`src/rtl/img_row_sender_pkg.sv`:
```
// rtl/img_row_sender_pkg.sv - shared types, sizes and row formatting for img_row_sender
// Purpose: FSM state enum, image/bus geometry constants and the helper that turns
//          one image row into the 8-bit ui_out word.
// Ports:   none (package).
package img_row_sender_pkg;

    typedef enum logic [1:0] {
        IDLE = 2'd0,
        SEND = 2'd1,
        GAP  = 2'd2,
        FIN  = 2'd3
    } state_e;

    localparam int N_ROWS    = 5;
    localparam int ROW_W     = 5;
    localparam int IMG_W     = 25;
    localparam int TAG_W     = 3;
    localparam int UI_W      = ROW_W + TAG_W;
    localparam int ROW_IDX_W = 3;
    localparam int CNT_W     = 8;

    // Row k is img[5k+4:5k]; on the bus its bit0 lands on ui_out[7] and the
    // low three bits carry the 1-based row tag (0 is reserved for idle).
    function automatic logic [UI_W-1:0] row_word(input logic [IMG_W-1:0]     im,
                                                 input logic [ROW_IDX_W-1:0] k);
        logic [ROW_W-1:0] r;
        logic [ROW_W-1:0] rev;
        r = ROW_W'(im >> (ROW_W * int'(k)));
        for (int i = 0; i < ROW_W; i++) begin
            rev[ROW_W-1-i] = r[i];
        end
        return {rev, k + ROW_IDX_W'(1)};
    endfunction

endpackage

```
`src/rtl/img_row_sender_cycle_timer.sv`:
```
// rtl/img_row_sender_cycle_timer.sv - loadable down-counter with expire flag
// Purpose: times how long the sender stays in a state; load sets the count,
//          dec steps it toward zero, expired is high while the count is zero.
// Ports:   clk, rst_n (async active-low), load, load_val[W-1:0], dec -> expired.
module cycle_timer #(
    parameter int W = 8
) (
    input  logic         clk,
    input  logic         rst_n,
    input  logic         load,
    input  logic [W-1:0] load_val,
    input  logic         dec,
    output logic         expired
);

    logic [W-1:0] count_q;

    always_ff @(posedge clk or negedge rst_n) begin
        if (!rst_n) begin
            count_q <= '0;
        end else if (load) begin
            count_q <= load_val;
        end else if (dec && (count_q != '0)) begin
            count_q <= count_q - W'(1);
        end
    end

    assign expired = (count_q == '0);

endmodule

```
`src/rtl/img_row_sender.sv`:
```
// rtl/img_row_sender.sv - sends a latched 5x5 binary image row by row on an 8-bit bus
// Purpose: on start, latch img and drive each row (bit-reversed, tagged 1..5) for
//          HOLD_CYCLES cycles, then pulse done. Optional inter-row idle gaps of
//          GAP_CYCLES cycles are compiled in with macro IMG_ROW_SENDER_GAP_EN.
// Ports:   clk, rst_n (async active-low), start, img[24:0] ->
//          ui_out[7:0] (row data + tag, 0 when idle), busy, done (1-cycle pulse).
module img_row_sender
    import img_row_sender_pkg::*;
#(
    parameter int HOLD_CYCLES = 4,
    parameter int GAP_CYCLES  = 2
) (
    input  logic             clk,
    input  logic             rst_n,
    input  logic             start,
    input  logic [IMG_W-1:0] img,
    output logic [UI_W-1:0]  ui_out,
    output logic             busy,
    output logic             done
);

    if (HOLD_CYCLES < 1 || HOLD_CYCLES > 255) begin : g_bad_hold
        $error("HOLD_CYCLES must be within 1..255");
    end
    if (GAP_CYCLES < 1 || GAP_CYCLES > 255) begin : g_bad_gap
        $error("GAP_CYCLES must be within 1..255");
    end

    // Timer is loaded with N-1 so that a state lasts exactly N cycles.
    localparam logic [CNT_W-1:0] HOLD_LOAD = CNT_W'(HOLD_CYCLES - 1);
`ifdef IMG_ROW_SENDER_GAP_EN
    localparam logic [CNT_W-1:0] GAP_LOAD  = CNT_W'(GAP_CYCLES - 1);
`endif

    state_e                 state_q;
    logic [ROW_IDX_W-1:0]   row_q;
    logic [IMG_W-1:0]       img_q;
    logic [UI_W-1:0]        ui_out_q;
    logic                   busy_q;
    logic                   done_q;

    logic                   tmr_load;
    logic [CNT_W-1:0]       tmr_val;
    logic                   tmr_dec;
    logic                   tmr_expired;

    logic                   last_row;
    logic [ROW_IDX_W-1:0]   row_nxt;

    assign last_row = (row_q == ROW_IDX_W'(N_ROWS - 1));
    assign row_nxt  = row_q + ROW_IDX_W'(1);

    // One timer serves both hold and gap timing; each state entry reloads it.
    always_comb begin
        tmr_load = 1'b0;
        tmr_val  = HOLD_LOAD;
        tmr_dec  = 1'b0;
        case (state_q)
            IDLE: tmr_load = start;
            SEND: begin
                if (!tmr_expired) begin
                    tmr_dec = 1'b1;
                end else if (!last_row) begin
                    tmr_load = 1'b1;
`ifdef IMG_ROW_SENDER_GAP_EN
                    tmr_val  = GAP_LOAD;
`endif
                end
            end
`ifdef IMG_ROW_SENDER_GAP_EN
            GAP: begin
                if (!tmr_expired) begin
                    tmr_dec = 1'b1;
                end else begin
                    tmr_load = 1'b1;
                end
            end
`endif
            default: ;
        endcase
    end

    cycle_timer #(
        .W (CNT_W)
    ) u_timer (
        .clk      (clk),
        .rst_n    (rst_n),
        .load     (tmr_load),
        .load_val (tmr_val),
        .dec      (tmr_dec),
        .expired  (tmr_expired)
    );

    always_ff @(posedge clk or negedge rst_n) begin
        if (!rst_n) begin
            state_q  <= IDLE;
            row_q    <= '0;
            img_q    <= '0;
            ui_out_q <= '0;
            busy_q   <= 1'b0;
            done_q   <= 1'b0;
        end else begin
            done_q <= 1'b0;
            case (state_q)
                IDLE: begin
                    if (start) begin
                        // Row 0 comes straight from the live input so it is on
                        // the bus the very next cycle; later rows use the copy.
                        img_q    <= img;
                        row_q    <= '0;
                        ui_out_q <= row_word(img, '0);
                        busy_q   <= 1'b1;
                        state_q  <= SEND;
                    end
                end
                SEND: begin
                    if (tmr_expired) begin
                        if (last_row) begin
                            row_q    <= '0;
                            ui_out_q <= '0;
                            busy_q   <= 1'b0;
                            done_q   <= 1'b1;
                            state_q  <= FIN;
                        end else begin
`ifdef IMG_ROW_SENDER_GAP_EN
                            ui_out_q <= '0;
                            state_q  <= GAP;
`else
                            row_q    <= row_nxt;
                            ui_out_q <= row_word(img_q, row_nxt);
`endif
                        end
                    end
                end
`ifdef IMG_ROW_SENDER_GAP_EN
                GAP: begin
                    if (tmr_expired) begin
                        row_q    <= row_nxt;
                        ui_out_q <= row_word(img_q, row_nxt);
                        state_q  <= SEND;
                    end
                end
`endif
                // start is deliberately not looked at here.
                FIN:     state_q <= IDLE;
                default: state_q <= IDLE;
            endcase
        end
    end

    assign ui_out = ui_out_q;
    assign busy   = busy_q;
    assign done   = done_q;

endmodule

```
`config.mk`:
```
export PLATFORM = sky130hd
export DESIGN_NAME = img_row_sender
export DESIGN_NICKNAME = d
export VERILOG_FILES = /design/src/rtl/img_row_sender_pkg.sv /design/src/rtl/img_row_sender_cycle_timer.sv /design/src/rtl/img_row_sender.sv
export SDC_FILE = /design/constraint.sdc
export NUM_CORES = 1
export LEC_CHECK = 0
export CORE_ASPECT_RATIO = 2
export CORE_UTILIZATION = 50
export CTS_BUF_LIST = sky130_fd_sc_hd__clkbuf_4 sky130_fd_sc_hd__clkbuf_8
export DETAILED_ROUTE_END_ITERATION = 8
export PLACE_DENSITY = 0.75
export SLEW_MARGIN = 20
export SYNTH_ARGS = -nofsm -noshare
export SYNTH_HDL_FRONTEND = slang
export SYNTH_SLANG_ARGS = --single-unit
```
`constraint.sdc`:
```
create_clock -name clk -period 2.8 [get_ports clk]
set_clock_uncertainty 0.15 [all_clocks]
set_input_delay 0.42 -clock clk [delete_from_list [all_inputs] [get_ports clk]]
set_output_delay 0.42 -clock clk [all_outputs]
set_load 0.01 [all_outputs]
```
## Yosys cells after proc, flatten, opt, wreduce, memory -nomap -nowiden

Cells that the tools add are included.
Widths: inputs -> output; s select.

- Reduce and logical (&&, ||, !) cells: 10
- Add/sub/neg operators: 3
- Multiplexer cells: 26
- $mul: 1
- Shift operators: 1
- Equal/unequal tests: 5

Operators by type and width:

| kind | number |
|---|---|
| $mux 8 | 5 |
| $shr 25x6->5 | 1 |
| $pmux 8 s2 | 1 |
| $mux 1 | 10 |
| $mux 3 | 3 |
| $logic_not 8->1 | 1 |
| $reduce_bool 8->1 | 1 |
| $sub 8x1->8 const B | 1 |
| $add 3x1->3 const B | 2 |
| $mul 3x3->6 const A | 1 |
| $mux 2 | 3 |
| $ne 2x2->1 const B | 3 |
| $pmux 3 s2 | 1 |
| $reduce_and 3->1 | 2 |
| $pmux 1 s2 | 2 |
| $pmux 2 s2 | 1 |
| $reduce_and 4->1 | 1 |
| $reduce_bool 2->1 | 2 |
| $eq 3x3->1 const B | 1 |
| $eq 2x1->1 const B | 1 |
| $logic_not 2->1 | 1 |
| $reduce_and 2->1 | 1 |
| $logic_and 1x1->1 | 1 |

- Logic and storage cells: 53
- Bits of input ports: 28
- Flip-flop bits (word level): 48

## Logic depth before layout (Yosys ltp)

- Depth in word-level cells: 6
- Gate-level depth with buffers: 8

## Modules after synthesis

Synthesis repeated with hierarchy kept, for this count alone.

- Cell total of the unflattened synthesis: 222
- Area total of the unflattened synthesis: 2483.6 um2

By module, submodules not included:

| module | times used | cells each | area an instance (um2) |
|---|---|---|---|
| img_row_sender | 1 | 154 | 1908.1 |
| cycle_timer | 1 | 68 | 575.6 |

## Least setup slack after synthesis

No wires, ideal clock.

- Kind: register -> register
- Start point: register row_q[0]
- End point: register ui_out_q[3], in the netlist ui_out[3]
- Library setup time: 139 ps
- Path slack: 563 ps
- Cell stages (with the launch flop): 8
- Required time: 2511 ps
- Path buffers: 2
- Arrival time: 1948 ps
- Cell sequence: dfrtp_1 -> clkbuf_1 -> inv_1 -> ha_1 -> buf_1 -> and3b_1 -> o311ai_0 -> nand4_1

- Longest elaborated chain between the ends: 6
- Elaborated cells on any way between the ends: 7

RTL lines:

| element | line | source |
|---|---|---|
| start: declaration | img_row_sender.sv:36 | `logic [ROW_IDX_W-1:0] row_q;` |
| start signal: assignment | img_row_sender.sv:129 | `row_q <= row_nxt;` |
| $add 3x1->3 | img_row_sender.sv:51 | `assign row_nxt = row_q + ROW_IDX_W'(1);` |
| $mul 3x3->6 | img_row_sender_pkg.sv:28 | `r = ROW_W'(im >> (ROW_W * int'(k)));` |
| $shr 25x6->5 | img_row_sender_pkg.sv:28 |  |
| $mux 8 * | img_row_sender.sv:118 | `if (last_row) begin` |
| $mux 8 * | img_row_sender.sv:117 | `if (tmr_expired) begin` |
| $pmux 8 s2 * | img_row_sender.sv:104 | `case (state_q)` |
| end signal: assignment | img_row_sender.sv:111 | `ui_out_q <= row_word(img, '0);` |
| end signal: assignment | img_row_sender.sv:130 | `ui_out_q <= row_word(img_q, row_nxt);` |
| end: declaration | img_row_sender.sv:38 | `logic [UI_W-1:0] ui_out_q;` |

Every way passes the cells marked *; elsewhere a longest branch is shown, timed or not. The select of a mux whose other input is x is not followed.
A chain may end at the register's enable or synchronous reset.

## Worst setup path in the final report

- Start point: register row_q[1]
- End point: register ui_out_q[5], in the netlist ui_out[5]

The elaborated chain is that of the path after synthesis.

==> impl_metrics.yaml <==
status:
  status: "completed"
worst_setup_path:
  critPathCaptureType: "flop"
  reg2reg_depth: 5
  crit_fanout: 21
  cp.arrival_ns: 2.27
  critPathLaunchType: "flop"
  required_ns: 2.82
  crit_type: "flop to flop"
route:
  routedWlPerCell_um: 14.2
  wl_um: 5070
  dr.pass1.iters: 6
  vias: 1940
  ant_nets: 0
  route.detailed.drc: 0
  drt_iter0_drc: 42
  post_drt_via_cell_ratio: 5.45
synth:
  yosys-top-cells-area: "dfrtp_1, nand2_1, mux2i_1, nor2_1, ha_1"
  syn-num-nets: 292
  synth-edff-count: 0
  ys_ff_latch: 48
  async_flop_share_pct: 100
  netlist_instances: 259
  synth_area_um2: 2380
  ys.flop_type: "dfrtp_1"
  synthSimpleGateAreaFrac_pct: 30.1
  synth_warnings: 0
  synthMuxAreaShare_pct: 3.37
  synth_fa_ha_area_share_pct: 2.63
  synth_top_area_share_pct: 50.6
  synth_cell_types: 43
  syn_area_per_cell_um2: 9.17
  synth_top_family_by_area: "simple AND/OR/NAND/NOR gates"
  synth_xor_area_share_pct: 2.58
  synth_top_area_cell: "dfrtp_1"
  seq_area_frac_synth_pct: 50.6
  synth-compound-area-share_pct: 7.85
min_path:
  whs_path_depth: 2
  hold_path.class: "flop to flop"
place:
  dpl_worst_slack_ns: 0.553
  placed_cells: 347
  dp_hpwl_um: 3860
  placed_cell_area_um2: 2820
  port_buffers: 37
  globalplace.congestion: 0.821
cts:
  cts_buffers: 5
  h-tree-depth: 2
  cts.sinks: 48
  clk_latency_ns: 0.30
  post_cts_resized: 0
  cts_root_buf: "clkbuf_8"
  cts_buffer_depth: 2
  clk_pin_slew_worst_paths_ns: 0.08
  cts_tree: "done"
  cts_hold_buf: 1
  cts_setup_buffers: 0
timing:
  setup-violations-final: 0
  fmax_mhz: 445
  slew_headroom_pct: 53.9
  rsz0062_at_grt: "false"
  hold_viol_final: 0
  worst_slack_ns: 0.551
  final_max_slew_viol_count: 0
  setup_tns_ns: 0
  hold_slack_ns: 0.327
  worstMarginPinSlew_ns: 0.691
  fin_crit_sh_pct: 80.3
  period_minus_slack_ns: 2.25
layout:
  final_common_cell: "nand2_1"
  final_cell_mix: "nand2_1, dfrtp_1, clkdlybuf4s50_1"
  n_antenna_cell: 0
  nNetsFinal: 333
  fin_util_pct: 63.6
  fillers: 419
  finalNonFillerCells: 356
  fin_area_um2: 2920
  area_delta_synth_final_pct: 23.1
  layout-drive-gt1-share_pct: 7.31
flow_run:
  cap_violations: 0
grt:
  grt_pass1_vias: 1975
  antenna_found_initial: 0
  overflow: 0
  grt_pass1_wl_um: 8880
  grt_start_max_net_pins: 31
  grt_use_total_pct: 24.0
die:
  die_w_um: 50.7
  initial_core_util_pct: 51.7
  row_count: 35
  io_pins: 38
  core_area_um2: 4600
  dieHeight_um: 99.5
  dieArea_um2: 5050
power:
  ir_drop_uv: 616
  total_power_mw: 2.91
  power_density_nw_per_um2: 997
  total_leakage_power_nw: 1.38
sequential cells by signal (all words and copies together) (netlist names):
register,count
u_timer.count_q,8
busy,1
done,1
ui_out,8
state_q,2
img_q,25
row_q,3
power breakdown:
| group | internal, mW | leakage, nW | switching [mW] |
|---|---|---|---|
| Combinational | 0.579 | 0.739 | 0.653 |
| Sequential | 0.994 | 0.592 | 0.247 |
| Clock | 0.221 | 0.0523 | 0.220 |
| Total | 1.79 | 1.38 | 1.12 |
metal layers:
layer / GRT usage, % / routed length, µm
met1: 25.4 / 1900
met2: 43.0 / 2860
met3: 3.82 / 111
met4: 14.1 / 197
met5: 0 / 0
synthesized netlist by cell type (all sizes together), types with 2 or more instances:
cell,number
o21ai,5
nand3,2
clkbuf,8
and3b,4
buf,3
xnor2,3
dfrtp,48
o211ai,2
nor3b,6
a21oi,5
nor2,19
xor2,4
nor4,3
or4,5
nand4,6
nand2,93
mux2i,8
o31ai,2
nand2b,2
o311ai,4
ha,5
inv,6
cell families after synthesis:
kind of cell,Yosys count
AO/OA/AOI/OAI,27
buffers and inverters,17
adder cells (fa/ha/maj),5
flip-flops,48
AND/OR/NAND/NOR,147
multiplexers,8
XOR/XNOR,7
final cells by class:
class | instances | area [µm²] | area share, %
sequential | 48 | 1200 | 41.1
inverter | 6 | 22.5 | 0.770
multi-input combinational | 194 | 1110 | 37.8
tap | 55 | 68.8 | 2.35
timing repair buffer | 45 | 428 | 14.6
clock buffer | 8 | 97.6 | 3.34
final timing paths:
kind / start / endpoint / slack, ns
min in group asynchronous: rst_n / busy / 0.43
worst max register to register: row_q[1] / ui_out[5] / 0.55
worst min-delay path: img_q[20] / img_q[20] / 0.33
worst max-delay path: row_q[1] / ui_out[5] / 0.55
worst min register to register: img_q[20] / img_q[20] / 0.33
max in group asynchronous: rst_n / img_q[11] / 1.34
critical path, cell delays in order, from the launching register on:
cell	delay (ns)
dfrtp_1	0.42
inv_1	0.07
ha_1	0.73
and3b_1	0.26
o311ai_0	0.35
nand4_1	0.14
No activity file was read; power rests on OpenSTA's default activity.
